[config.mk]
export PLATFORM = sky130hd
export DESIGN_NAME = game_tick_receiver
export DESIGN_NICKNAME = d
export VERILOG_FILES = /design/src/rtl/game_tick_pkg.sv /design/src/rtl/bit_synchronizer.sv /design/src/rtl/game_tick_receiver.sv
export SDC_FILE = /design/constraint.sdc
export NUM_CORES = 1
export LEC_CHECK = 0
export ABC_CLOCK_PERIOD_IN_PS = 1960
export CAP_MARGIN = 40
export CORE_UTILIZATION = 30
export DETAILED_ROUTE_END_ITERATION = 7
export GPL_ROUTABILITY_DRIVEN = 0
export PLACE_DENSITY_LB_ADDON = 0.15
export REMOVE_ABC_BUFFERS = 1
export SYNTH_ARGS = -nofsm -noshare
export SYNTH_HDL_FRONTEND = slang
export SYNTH_SLANG_ARGS = --single-unit
[constraint.sdc]
create_clock -name clk_in -period 1.96 [get_ports clk_in]
set_input_delay 0.196 -clock clk_in [delete_from_list [all_inputs] [get_ports clk_in]]
set_output_delay 0.196 -clock clk_in [all_outputs]
set_load 0.01 [all_outputs]
[src/rtl/game_tick_pkg.sv]
// Shared state encoding and constants for the game tick receiver.
// The optional overrun counter is enabled with macro TICK_OVERRUN_CNT_EN.
package game_tick_pkg;

    typedef enum logic [1:0] {
        ST_IDLE  = 2'd0,
        ST_RUN   = 2'd1,
        ST_FAULT = 2'd2
    } tick_state_e;

    localparam int OVERRUN_W = 8;
    localparam logic [OVERRUN_W-1:0] OVERRUN_MAX = '1;

endpackage

[src/rtl/bit_synchronizer.sv]
// Multi-flop synchronizer for a single asynchronous bit; all stages clear on reset.
module bit_synchronizer #(
    parameter int STAGES = 2
) (
    input  logic clk,
    input  logic rst_n,
    input  logic d,
    output logic q
);

    logic [STAGES-1:0] sync_q;
    logic [STAGES-1:0] sync_d;

    always_comb begin
        sync_d = {sync_q[STAGES-2:0], d};
    end

    always_ff @(posedge clk or negedge rst_n) begin
        if (!rst_n) begin
            sync_q <= '0;
        end else begin
            sync_q <= sync_d;
        end
    end

    assign q = sync_q[STAGES-1];

endmodule

[src/rtl/game_tick_receiver.sv]
// Turns rising edges of an asynchronous game clock into valid/ready game steps with a watchdog.
// Macro TICK_OVERRUN_CNT_EN compiles in the saturating lost-tick counter.
module game_tick_receiver
    import game_tick_pkg::*;
#(
    parameter int SYNC_STAGES    = 2,
    parameter int TIMEOUT_CYCLES = 300000,
    parameter int FRAME_W        = 16
) (
    input  logic                 clk_in,
    input  logic                 reset_n,
    input  logic                 game_clk,
    input  logic                 enable,
    output logic                 tick_valid,
    input  logic                 tick_ready,
    output logic [FRAME_W-1:0]   frame_cnt,
    output logic [OVERRUN_W-1:0] overrun_cnt,
    output logic                 fault,
    input  logic                 clear_fault,
    output logic [1:0]           state_dbg
);

    localparam int WD_W = $clog2(TIMEOUT_CYCLES + 1);
    localparam logic [WD_W-1:0] WD_LAST = WD_W'(TIMEOUT_CYCLES - 1);

    // Handshake: tick_valid stays high until a cycle with tick_valid & tick_ready; the step is taken on that edge.
    logic               sync_out;
    logic               hist_q, hist_d;
    logic               rise;
    tick_state_e        state_q, state_d;
    logic [WD_W-1:0]    wd_q, wd_d;
    logic               tick_valid_q, tick_valid_d;
    logic [FRAME_W-1:0] frame_q, frame_d;
    logic               handshake;
    logic               accept_en;

    bit_synchronizer #(.STAGES(SYNC_STAGES)) u_sync (
        .clk   (clk_in),
        .rst_n (reset_n),
        .d     (game_clk),
        .q     (sync_out)
    );

    always_comb begin
        hist_d = sync_out;
        rise   = sync_out & ~hist_q;
    end

    always_ff @(posedge clk_in or negedge reset_n) begin
        if (!reset_n) begin
            state_q      <= ST_IDLE;
            hist_q       <= 1'b0;
            wd_q         <= '0;
            tick_valid_q <= 1'b0;
            frame_q      <= '0;
        end else begin
            state_q      <= state_d;
            hist_q       <= hist_d;
            wd_q         <= wd_d;
            tick_valid_q <= tick_valid_d;
            frame_q      <= frame_d;
        end
    end

    // An edge always restarts the watchdog, even on the cycle it would have expired.
    always_comb begin
        state_d = state_q;
        wd_d    = wd_q;
        unique case (state_q)
            ST_IDLE: begin
                wd_d = '0;
                if (enable) state_d = ST_RUN;
            end
            ST_RUN: begin
                if (!enable) begin
                    state_d = ST_IDLE;
                    wd_d    = '0;
                end else if (rise) begin
                    wd_d = '0;
                end else if (wd_q == WD_LAST) begin
                    state_d = ST_FAULT;
                    wd_d    = '0;
                end else begin
                    wd_d = wd_q + 1'b1;
                end
            end
            ST_FAULT: begin
                wd_d = '0;
                if (clear_fault) state_d = enable ? ST_RUN : ST_IDLE;
            end
            default: begin
                state_d = ST_IDLE;
                wd_d    = '0;
            end
        endcase
    end

    // Edges count only while staying in RUN; leaving RUN drops any pending step.
    always_comb begin
        accept_en    = (state_q == ST_RUN) && (state_d == ST_RUN);
        handshake    = tick_valid_q & tick_ready;
        tick_valid_d = tick_valid_q & ~handshake;
        frame_d      = frame_q;
        if (!accept_en) begin
            tick_valid_d = 1'b0;
        end else if (rise) begin
            tick_valid_d = 1'b1;
            if (!tick_valid_q || handshake) frame_d = frame_q + 1'b1;
        end
    end

    assign tick_valid = tick_valid_q;
    assign frame_cnt  = frame_q;
    assign fault      = (state_q == ST_FAULT);
    assign state_dbg  = state_q;

`ifdef TICK_OVERRUN_CNT_EN
    logic [OVERRUN_W-1:0] overrun_q, overrun_d;
    logic                 lost_tick;

    always_comb begin
        lost_tick = accept_en & rise & tick_valid_q & ~handshake;
        overrun_d = overrun_q;
        if (lost_tick && (overrun_q != OVERRUN_MAX)) overrun_d = overrun_q + 1'b1;
    end

    always_ff @(posedge clk_in or negedge reset_n) begin
        if (!reset_n) begin
            overrun_q <= '0;
        end else begin
            overrun_q <= overrun_d;
        end
    end

    assign overrun_cnt = overrun_q;
`else
    assign overrun_cnt = '0;
`endif

endmodule

### Word level (Yosys, flattened, before mapping)

Cells that the tools add are included.

* multiplexer cells: 13
* equal/unequal tests: 4
* $add $sub $neg: 2
* bitwise logic cells: 5
* reduce and logical (&&, ||, !) cells: 5

Operator list (count)
* $mux 19: 4
* $add 19x1->19 const B: 1
* $eq 19x19->1 const B: 1
* $add 16x1->16 const B: 1
* $mux 2: 5
* $pmux 2 s3: 1
* $eq 2x1->1 const B: 2
* $and 1x1->1: 3
* $mux 1: 3
* $reduce_and 3->1: 1
* $eq 2x2->1 const B: 1
* $logic_not 2->1: 1
* $not 1->1: 2
* $logic_and 1x1->1: 1
* $logic_not 1->1: 1
* $logic_or 1x1->1: 1

* bits in registers: 41
* output and inout port bits: 28

### Depth between registers and ports, before layout

Gate-level depths: netlist (run 1).

* depth in word-level cells: 8
* depth in mapped cells: 6

### Modules after synthesis

From an unflattened synthesis (run 1), not the netlist that was laid out.

* cells, all modules: 189
* area, all modules: 1978.1 µm²

Modules (own cells, without submodules)
* game_tick_receiver: cells each 187, instances 1, seq. area each 975.9 µm², area an instance 1928.1 µm²
* bit_synchronizer: cells each 2, instances 1, seq. area each 50.0 µm², area an instance 50.0 µm²

### Least setup slack after synthesis (run 1)

No wires, ideal clock.

* path type: register to register
* from: reg state_q[1] (netlist: state_dbg[1])
* to: reg frame_q[10] (netlist: frame_cnt[10])
* clock period less this slack: 1.658 ns
* setup slack: 0.302 ns
* arrival: 1.578 ns
* stages on the path, launching flop included: 6
* cells stage by stage: dfrtp_1 -> nand3b_4 -> or4_1 -> buf_6 -> nor3_4 -> xor2_1

* longest elaborated chain between the ends: 7

RTL lines
* start: declaration: RTL line game_tick_receiver.sv:30 `tick_state_e state_q, state_d;`
* start signal: assignment: RTL line game_tick_receiver.sv:57 `state_q <= state_d;`
* $mux 2: RTL line game_tick_receiver.sv:80 `end else if (wd_q == WD_LAST) begin`
* $mux 2: RTL line game_tick_receiver.sv:78 `end else if (rise) begin`
* $mux 2: RTL line game_tick_receiver.sv:75 `if (!enable) begin`
* $pmux 2 s3: RTL line game_tick_receiver.sv:69 `unique case (state_q)`
* $eq 2x1->1: RTL line game_tick_receiver.sv:100 `accept_en = (state_q == ST_RUN) && (state_d == ST_RUN);`
* $logic_and 1x1->1 *: RTL line game_tick_receiver.sv:100
* $reduce_and 3->1 (no line) *
* end signal: assignment: RTL line game_tick_receiver.sv:61 `frame_q <= frame_d;`
* end: declaration: RTL line game_tick_receiver.sv:33 `logic [FRAME_W-1:0] frame_q, frame_d;`

Every way passes the cells marked *; elsewhere a longest branch is shown, timed or not.
A chain may end at the register's enable or synchronous reset.

### Worst setup path in the final report (run 1)

* from: reg state_q[0] (netlist: state_dbg[0])
* to: out fault

* longest elaborated chain between the ends: 1

RTL lines
* $eq 2x2->1: RTL line game_tick_receiver.sv:114 `assign fault = (state_q == ST_FAULT);`
* end: declaration: RTL line game_tick_receiver.sv:18 `output logic fault,`

Every way passes these cells.

==> reports/qor.yml, run 1 <==
place:
  portBuffers: 25
  placed_area_mm2: 0.00240
  dp_hpwl_um: 2790
grt:
  grt_pass1_vias: 1342
  antenna_found_initial: 0
  grt_max_degree: 42
  grt_usage_pct: 11.9
  grt_pass1_wl_um: 6640
  gr-total-overflow: 0
critical_path:
  crit_arrival_ps: 1530
  worstRegToRegCells: 6
  critPathKind: "reg2out"
  crit_fanout: 6
  cp-startpoint: "state_dbg[0]"
  r2r_setup_slack_ps: 230
  crit_required_ps: 1760
  r2r-start: "wd_q[0]"
  rr_endpoint: "wd_q[16]"
  crit_end: "fault"
  startpoint_type: "register"
  endpoint_kind: "primary output"
yosys:
  synth-simple-area-share_pct: 26.6
  syn_inst: 196
  ys_seq_area_share_pct: 50.2
  synth_cell_types: 36
  synthMuxAreaShare_pct: 0.551
  synth_top_family_by_area: "simple AND/OR/NAND/NOR gates"
  avgSynthCellArea_um2: 10.4
  synth_ff_type: "dfrtp_1"
  yosys.area_share.xor_xnor_pct: 12.9
  synth-async-reset-ratio_pct: 100
  ys_ff_latch: 41
  synth-edff-count: 0
  yosysWarnings: 0
  yosys.area_share.adder_pct: 1.22
  synth_compound_area_share_pct: 2.88
  synth_area_mm2: 0.00204
clock_tree:
  cts-buffers-inserted: 5
  cts_buffer_depth: 2
  root_buffer: "clkbuf_8"
  clk_pin_slew_ps: 80
  cts_sinks: 41
  clk_latency_ps: 280
  htree_num_levels: 2
  cts_tree: "yes"
  postCtsSetupBuffers: 0
cells_and_area:
  stdcell_area_mm2: 0.00253
  diodes: 0
  nets: 241
  final.fill_count: 649
  syn_to_final_growth_pct: 23.7
  drive_above_1_share_pct: 12.4
timing:
  drv_slew: 0
  fin_crit_sh_pct: 88.3
  hold_viol: 0
  setup_tns_ps: 0
  fmax_mhz: 578
  rsz0062_at_grt: "false"
  worstMarginPinSlew_ps: 521
  layout_min_cycle_time_ps: 1730
  max-slew-margin-rel_pct: 65.3
  clock_skew_ps: 5.41
  setup_violations: 0
detailed_routing:
  drt_iter0_markers: 100
  vias_per_cell: 4.69
  drc_errors: 7
  first_pass_iters: 6
  wirelength_um: 3910
  dr_total_vias: 1459
  routedWlPerCell_um: 12.6
  ant_nets: 0
power_and_ir_drop:
  switching_power_mw: 0.417
  p_clk_share_pct: 38.0
  power_density_mw_per_mm2: 723
  internal_power_mw: 1.41
  seqPwrFrac_pct: 51.2
  vdd_drop_max_uv: 455
  switching_share_pct: 22.8
  power_frac_comb_pct: 10.7
  power.leakage_nw: 1.07
floorplan:
  num_rows: 29
  fp.coreArea_mm2: 0.00646
  start_util_pct: 31.7
  fp.dieH_um: 84.6
  die_x_um: 84.6
  dieArea_mm2: 0.00715
  ios: 34
status:
  outcome: "complete, but fails checks"
  failed_checks: "design-rule violations"
job:
  drv_cap: 0
hold_path:
  hp-class: "in2reg"
==> power by group through the flow <==
stage / logic [mW] / registers (mW) / clock network (mW)
floorplan: 0.0636 / 0.962 / 0
global placement: 0.197 / 0.955 / 0
detailed placement: 0.196 / 0.953 / 0
CTS: 0.199 / 0.937 / 0.727
global route: 0.213 / 0.942 / 0.762
finish: 0.196 / 0.936 / 0.695
==> per-stage QoR <==
stage	setup slack, ps	util, %	std cells	hold slack (ps)	total power, mW
floorplan	233	-	191	-99.6	1.03
global placement	2.04	37.1	302	300	1.15
detailed placement	2.81	37.1	302	297	1.15
CTS	54.0	39.1	311	341	1.86
global route	102	39.2	311	349	1.92
finish	230	39.2	311	348	1.83
==> synthesized netlist by cell type (2+ instances only) <==
| cell | n | share of area (%) |
|---|---|---|
| dfrtp_1 | 41 | 50 |
| nor2_1 | 26 | 4.8 |
| xnor2_1 | 17 | 7.3 |
| xor2_1 | 13 | 5.6 |
| nand2_1 | 11 | 2.0 |
| nand3_1 | 10 | 2.4 |
| nor3_1 | 10 | 2.4 |
| buf_4 | 8 | 2.9 |
| inv_1 | 8 | 1.5 |
| nand4_1 | 8 | 2.4 |
| nor4_1 | 6 | 1.8 |
| and4_1 | 4 | 1.7 |
| and2b_2 | 3 | 1.3 |
| o21ai_0 | 3 | 0.73 |
| a21oi_1 | 2 | 0.49 |
| and3_1 | 2 | 0.61 |
| clkbuf_1 | 2 | 0.37 |
| ha_1 | 2 | 1.2 |
| nor4b_1 | 2 | 0.86 |
| or4_1 | 2 | 0.73 |
==> critical path, stage by stage (launching register included) <==
cell and delay, ps:
dfrtp_1 460, and2b_2 260, clkdlybuf4s50_1 530
==> sequential cells by signal, indices dropped and copies added, names as in the netlist <==
| register | flops |
|---|---|
| tick_valid | 1 |
| hist_q | 1 |
| wd_q | 19 |
| u_sync.sync_q | 2 |
| frame_cnt | 16 |
| state_dbg | 2 |
==> placed cells by master (no fill, tap or decap), types with 6 or more instances in the layout <==
| cell type | netlist | layout |
|---|---|---|
| nand3_1 | 10 | 10 |
| clkdlybuf4s50_1 | 0 | 24 |
| nor2_1 | 26 | 26 |
| nor3_1 | 10 | 10 |
| buf_4 | 8 | 9 |
| nand2_1 | 11 | 11 |
| nand4_1 | 8 | 8 |
| xnor2_1 | 17 | 17 |
| dfrtp_1 | 41 | 41 |
| xor2_1 | 13 | 13 |
| inv_1 | 8 | 8 |
| nor4_1 | 6 | 6 |
| clkbuf_8 | 0 | 6 |
| conb_1 | 1 | 8 |
==> final cells by class <==
| class | instances | area (um2) | area share, % |
|---|---|---|---|
| Tap cell | 77 | 96.3 | 3.81 |
| Multi-Input combinational cell | 142 | 938 | 37.1 |
| Clock buffer | 7 | 86.3 | 3.41 |
| Sequential cell | 41 | 1030 | 40.6 |
| Clock inverter | 1 | 30.0 | 1.19 |
| Inverter | 8 | 30.0 | 1.19 |
| Timing Repair Buffer | 35 | 323 | 12.8 |
==> worst min path at each step <==
stage                         from                to  slack (ps)  cells after the start
after global routing      game_clk  u_sync.sync_q[0]         350                      1
after CTS                 game_clk  u_sync.sync_q[0]         340                      1
after global placement     reset_n     frame_cnt[11]         300                      2
after detailed placement   reset_n     frame_cnt[11]         300                      2
after floorplan            reset_n      frame_cnt[0]        -100                      0
final                     game_clk  u_sync.sync_q[0]         350                      1
==> cells by family after synthesis <==
kind of cell               count (synthesis)
muxes                                      1
buffers and inverters                     20
DFF                                       41
xor gates and xnor gates                  30
AOI/OAI and AO/OA                          9
other                                      1
adders and majority gates                  2
and+or+nand+nor                           92
==> what timing repair did <==
| item | CTS | global route |
|---|---|---|
| resized for setup | 0 | 1 |
| hold endpoints to repair | 41 | 0 |
| hold buffers | 1 | 0 |
| endpoints found under the setup margin | 0 | 18 |
==> routing by layer <==
layer  up-vias  GRT usage [%]  part of all wire [%]
li1        735              -                     -
met1       696           17.2                    52
met4         0           4.16                  0.92
met2        26           17.0                    44
met3         2           3.34                   3.3
met5         -              0                     0
(Power assumes the default switching activity.)
==> inputs of run 2 (changes only) <==
- TNS_END_PERCENT: default -> 30
==> results of run 2 <==
The final DEF is identical to that of run 1; final timing and power are the same.
==> inputs of run 3 (changes only) <==
- PLACE_DENSITY_LB_ADDON: 0.15 -> default
==> run 3 against run 2 <==
Compared with the run above: the flow still finishes with violations (design-rule violations); via count down 0.69%; utilization down 0.52 points; clock skew up 4.4 ps; first-iteration DRC count down 34%; critical endpoint unchanged; largest cell class unchanged; largest power group unchanged.
==> reports/qor.yml, run 3 (synthesis gave the netlist of run 1 again) <==
critical_path:
  r2r-start: "hist_q"
  crit_required_ps: 1760  # about the same
  cp-startpoint: "state_dbg[0]"
  startpoint_type: "register"
  endpoint_kind: "primary output"
  crit_arrival_ps: 1540  # about the same
  crit_fanout: 6  # unchanged
  critPathKind: "reg2out"
floorplan:
  dieArea_mm2: 0.00715  # unchanged
  fp.dieH_um: 84.6  # unchanged
  num_rows: 29  # unchanged
  start_util_pct: 31.7  # unchanged
  fp.coreArea_mm2: 0.00646  # unchanged
  ios: 34  # unchanged
  die_x_um: 84.6  # unchanged
detailed_routing:
  vias_per_cell: 4.72  # +0.61%
  drc_errors: 8  # +1
  wirelength_um: 3870  # -1.1%
  drt_iter0_markers: 66  # -34%
  dr_total_vias: 1449  # -0.69%
  ant_nets: 0  # unchanged
  first_pass_iters: 6  # unchanged
  routedWlPerCell_um: 12.6  # +0.22%
clock_tree:
  postCtsSetupBuffers: 0  # unchanged
  cts-buffers-inserted: 5  # unchanged
  root_buffer: "clkbuf_8"
  cts_tree: "yes"
  clk_pin_slew_ps: 80  # about the same
  htree_num_levels: 2  # unchanged
  cts_buffer_depth: 2  # unchanged
  cts_sinks: 41  # unchanged
  clk_latency_ps: 300  # +20 ps
timing:
  setup_tns_ps: 0  # unchanged
  hold_viol: 0  # unchanged
  setup_violations: 0  # unchanged
  fmax_mhz: 576  # -0.42%
  worstMarginPinSlew_ps: 517  # -3.82 ps
  fin_crit_sh_pct: 88.7  # +0.37 points
  drv_slew: 0  # unchanged
  rsz0062_at_grt: "false"
  layout_min_cycle_time_ps: 1740  # +7.28 ps
  clock_skew_ps: 9.79  # +4.38 ps
  max-slew-margin-rel_pct: 65.5  # +0.25 points
cells_and_area:
  regMostFlops: "wd_q"
  final_cell_mix: "41 x dfrtp_1, 26 x nor2_1, 24 x clkdlybuf4s50_1"
  final.fill_count: 646  # -0.46%
  diodes: 0  # unchanged
  final_common_cell: "dfrtp_1"
  syn_to_final_growth_pct: 22.1
  nets: 237  # -1.7%
  stdcell_area_mm2: 0.00250  # -1.3%
  largest_reg_flops: 19  # unchanged
  drive_above_1_share_pct: 11.3  # -1.1 points
status:
  outcome: "complete, but fails checks"
  failed_checks: "design-rule violations"
power_and_ir_drop:
  seqPwrFrac_pct: 51.0  # -0.2 points
  internal_power_mw: 1.38  # -2.4%
  power_frac_comb_pct: 10.7  # about the same
  power.leakage_nw: 1.05  # -1.9%
  switching_power_mw: 0.452  # +8.4%
  p_clk_share_pct: 38.2  # +0.2 points
  switching_share_pct: 24.7  # +1.9 points
  power_density_mw_per_mm2: 733  # +1.4%
  vdd_drop_max_uv: 443  # -2.5%
hold_path:
  hold_path_startpoint: "game_clk"
  hp-class: "in2reg"
place:
  dp_hpwl_um: 2670  # -4.3%
  portBuffers: 25  # unchanged
  placed_area_mm2: 0.00237  # -1.3%
grt:
  grt_pass1_wl_um: 6630  # -0.11%
  grt_pass1_vias: 1336  # -0.45%
  grt_usage_pct: 11.8  # -0.063 points
  gr-total-overflow: 0  # unchanged
  grt_max_degree: 42  # unchanged
  antenna_found_initial: 0  # unchanged
job:
  drv_cap: 0  # unchanged
## run 3: cell count changes in the layout (fill, tap and decap cells not counted)
cell	delta
buf_4	-4
clkbuf_1	-1
clkbuf_8	-1
clkinv_2	+1
inv_6	+1
## run 3: cell type report
type                       count  area (um2)  share of cell area [%]
sequential                    41        1030                    41.1
timing repair buffer          31         293                    11.7
inverter                       8        30.0                    1.20
clock inverter                 3        43.8                    1.75
clock buffer                   5        68.8                    2.76
tap                           77        96.3                    3.86
multi-input combinational    142         938                    37.6
## run 3: what timing repair did
| item | CTS | global route |
|---|---|---|
| gates resized for setup | 0 | 1 |
| hold endpoints to repair | 41 | 0 |
| hold buffers | 1 | 0 |
| endpoints found under the setup margin | 0 | 12 |
## run 3: metal layers
metal	global-route usage, %	share of wire (%)	vias to the layer above	wire (um)
li1	-	-	723	-
met1	16.7	51	689	1990
met3	4.03	4.5	5	173
met5	0	0	-	0
met4	3.70	0.98	0	38
met2	17.1	43	32	1670
## run 3: worst max-delay path, cell delays in order, from the launching register on
cell and delay, ps:
dfrtp_1 460, and2b_2 260, clkdlybuf4s50_1 530
## run 3: power by group through the flow
stage               logic, mW  registers [mW]  clock network [mW]
floorplan              0.0636           0.962                   0
global placement        0.194           0.952                   0
detailed placement      0.198           0.952                   0
CTS                     0.200           0.935               0.708
global route            0.215           0.944               0.744
finish                  0.196           0.934               0.699
## run 3: worst paths after layout
path | slack (ps) | depth (start not counted) | endpoint
max in group asynchronous | 1110 | 3 | wd_q[12]
max reg2reg | 270 | 5 | frame_cnt[10]
min | 330 | 1 | u_sync.sync_q[0]
max | 220 | 2 | fault
min reg2reg | 350 | 0 | u_sync.sync_q[1]
min in group asynchronous | 490 | 3 | frame_cnt[11]
## run 3: stage by stage
step	total power [mW]	utilization [%]	hold slack (ps)	std cells	worst slack (ps)
floorplan	1.03	-	-99.6	191	233
global placement	1.15	36.6	295	298	-0.159
detailed placement	1.15	36.6	293	298	-14.0
CTS	1.84	38.5	328	307	89.2
global route	1.90	38.6	351	307	119
finish	1.83	38.6	328	307	222
==> edit (config.mk and constraints of run 3) <==
Build with the macro `TICK_OVERRUN_CNT_EN` defined.
--- a/src/rtl/game_tick_receiver.sv
+++ b/src/rtl/game_tick_receiver.sv
@@ -2,2 +2,4 @@
 // Macro TICK_OVERRUN_CNT_EN compiles in the saturating lost-tick counter.
+`define TICK_OVERRUN_CNT_EN
+
 module game_tick_receiver
Behaviour: not the same (a bounded check fails within 10 cycles, from zero or initial values and one cycle with reset_n low).
==> edit against run 3 <==
  * Cell area is 16% higher
  * Hold slack hardly changed
  * Synthesized area is 13% higher
  * Sequential cell count is 8 higher
  * Setup slack better by 0.040 ns
  * Routed wire length is 14% higher
  * Total power is 6.0% higher
  * Critical path depth is 2 higher
  * Core utilization is 0.57 points higher
  * Clock skew is 0.00077 ns lower
  * Largest cell class unchanged
  * Largest power group unchanged
==> edit: results (changes against run 3) <==
cell family with most CP delay=simple AND/OR/NAND/NOR gates; Syn Area/Cell=10.46 µm² (+0.30%); Routed WL per cell=12.24 µm (-2.9%); CP Max Fanout=5 (-1); post-route insts no fill=361 (+18%); first-pass GRT wire length=7638 µm (+15%); dpl cells=352 (+18%); minimum clock period=1.698 ns (-0.03972 ns); Fin Clk Skew=0.009022 ns (-0.0007729 ns); GR Util met3=2.876% (-1.2 points); cells on worst reg2reg path=4 (-1); met1 Track Usage GR=16.17% (-0.49 points); Net count, final=270 (+14%); Worst-Skew Late Latency=0.30 ns (about the same); Worst EP arrival=1.93 ns (+0.39 ns); critical path class=reg2reg; post-synthesis mux area share=0.9740% (+0.42 points); vias post-DR=1658 (+14%); vias in the first global route=1629 (+22%); largest net degree at the start of global routing=31 (-26%); CP peak stage delay=0.57 ns (+0.04 ns); CP max-delay cell=or4_4; Initial DRC Count=88 (+33%); Synth Area in Adders=1.623% (+0.40 points); commonest cells in the netlist=49 x dfrtp_1, 24 x xnor2_1, 22 x nor2_1, 16 x nand2_1, 16 x nand3_1; layout filler cell count=762 (+18%); r2r startpoint=wd_q[8]$_DFF_PN0_; met2 Usage GRT=17.56% (+0.49 points); layout cells sized above 1=9.160% (-2.1 points); top cells by area, synth=dfrtp_1 53%, xnor2_1 9.1%, nor2_1 3.6%, nand3_1 3.5%, xor2_1 3.4%; status=complete, no violations; hold wc startpoint=game_clk; crit path capture=wd_q[17]$_DFF_PN0_; Least-Margin Pin Slew=0.4725 ns (-0.04478 ns); post-DP HPWL=3205 µm (+20%); Hold Slack=0.3274 ns (-0.0003350 ns); met3 wire len=154 µm (-11%); Lkg Pwr=1.145 nW (+9.1%); hold path endpoint=u_sync.sync_q[0]$_DFF_PN0_; DRT Pass-1 Iters=4 (-2); Compound-Gate Fraction of Synth Area=4.762% (+1.9 points); Buffers on Ports=33 (+32%); met1 WL=2335 µm (+17%); GRT Overall Usage=11.53% (-0.31 points); VDD IR-drop max=267.9 µV (-40%); pre-CTS setup slack=0.08257 ns (+0.09655 ns); Post-Synth XOR/XNOR Area=12.50% (-0.35 points)
[edit: cell count changes after synthesis, moves of 4 or more]
cell	change
buf_4	-8
xnor2_1	+7
xor2_1	-4
a21oi_1	+4
nand2_1	+5
nand3_1	+6
dfrtp_1	+8
or3_1	+7
nor3_1	-4
nor2_1	-4
[edit: power breakdown]
part | internal [mW] | switching (mW) | total, mW
registers | 1.05 | 0.0548 | 1.11
clock network | 0.260 | 0.354 | 0.614
logic | 0.121 | 0.0972 | 0.218
[edit: cell type report]
type | count | area, µm² | share of cell area, %
Clock buffer | 5 | 68.82 | 2.381
Clock inverter | 3 | 26.28 | 0.9091
Inverter | 8 | 30.03 | 1.039
Multi-Input combinational cell | 158 | 1030 | 35.63
Sequential cell | 49 | 1226 | 42.42
Tap cell | 99 | 123.9 | 4.286
Timing Repair Buffer | 39 | 385.4 | 13.33
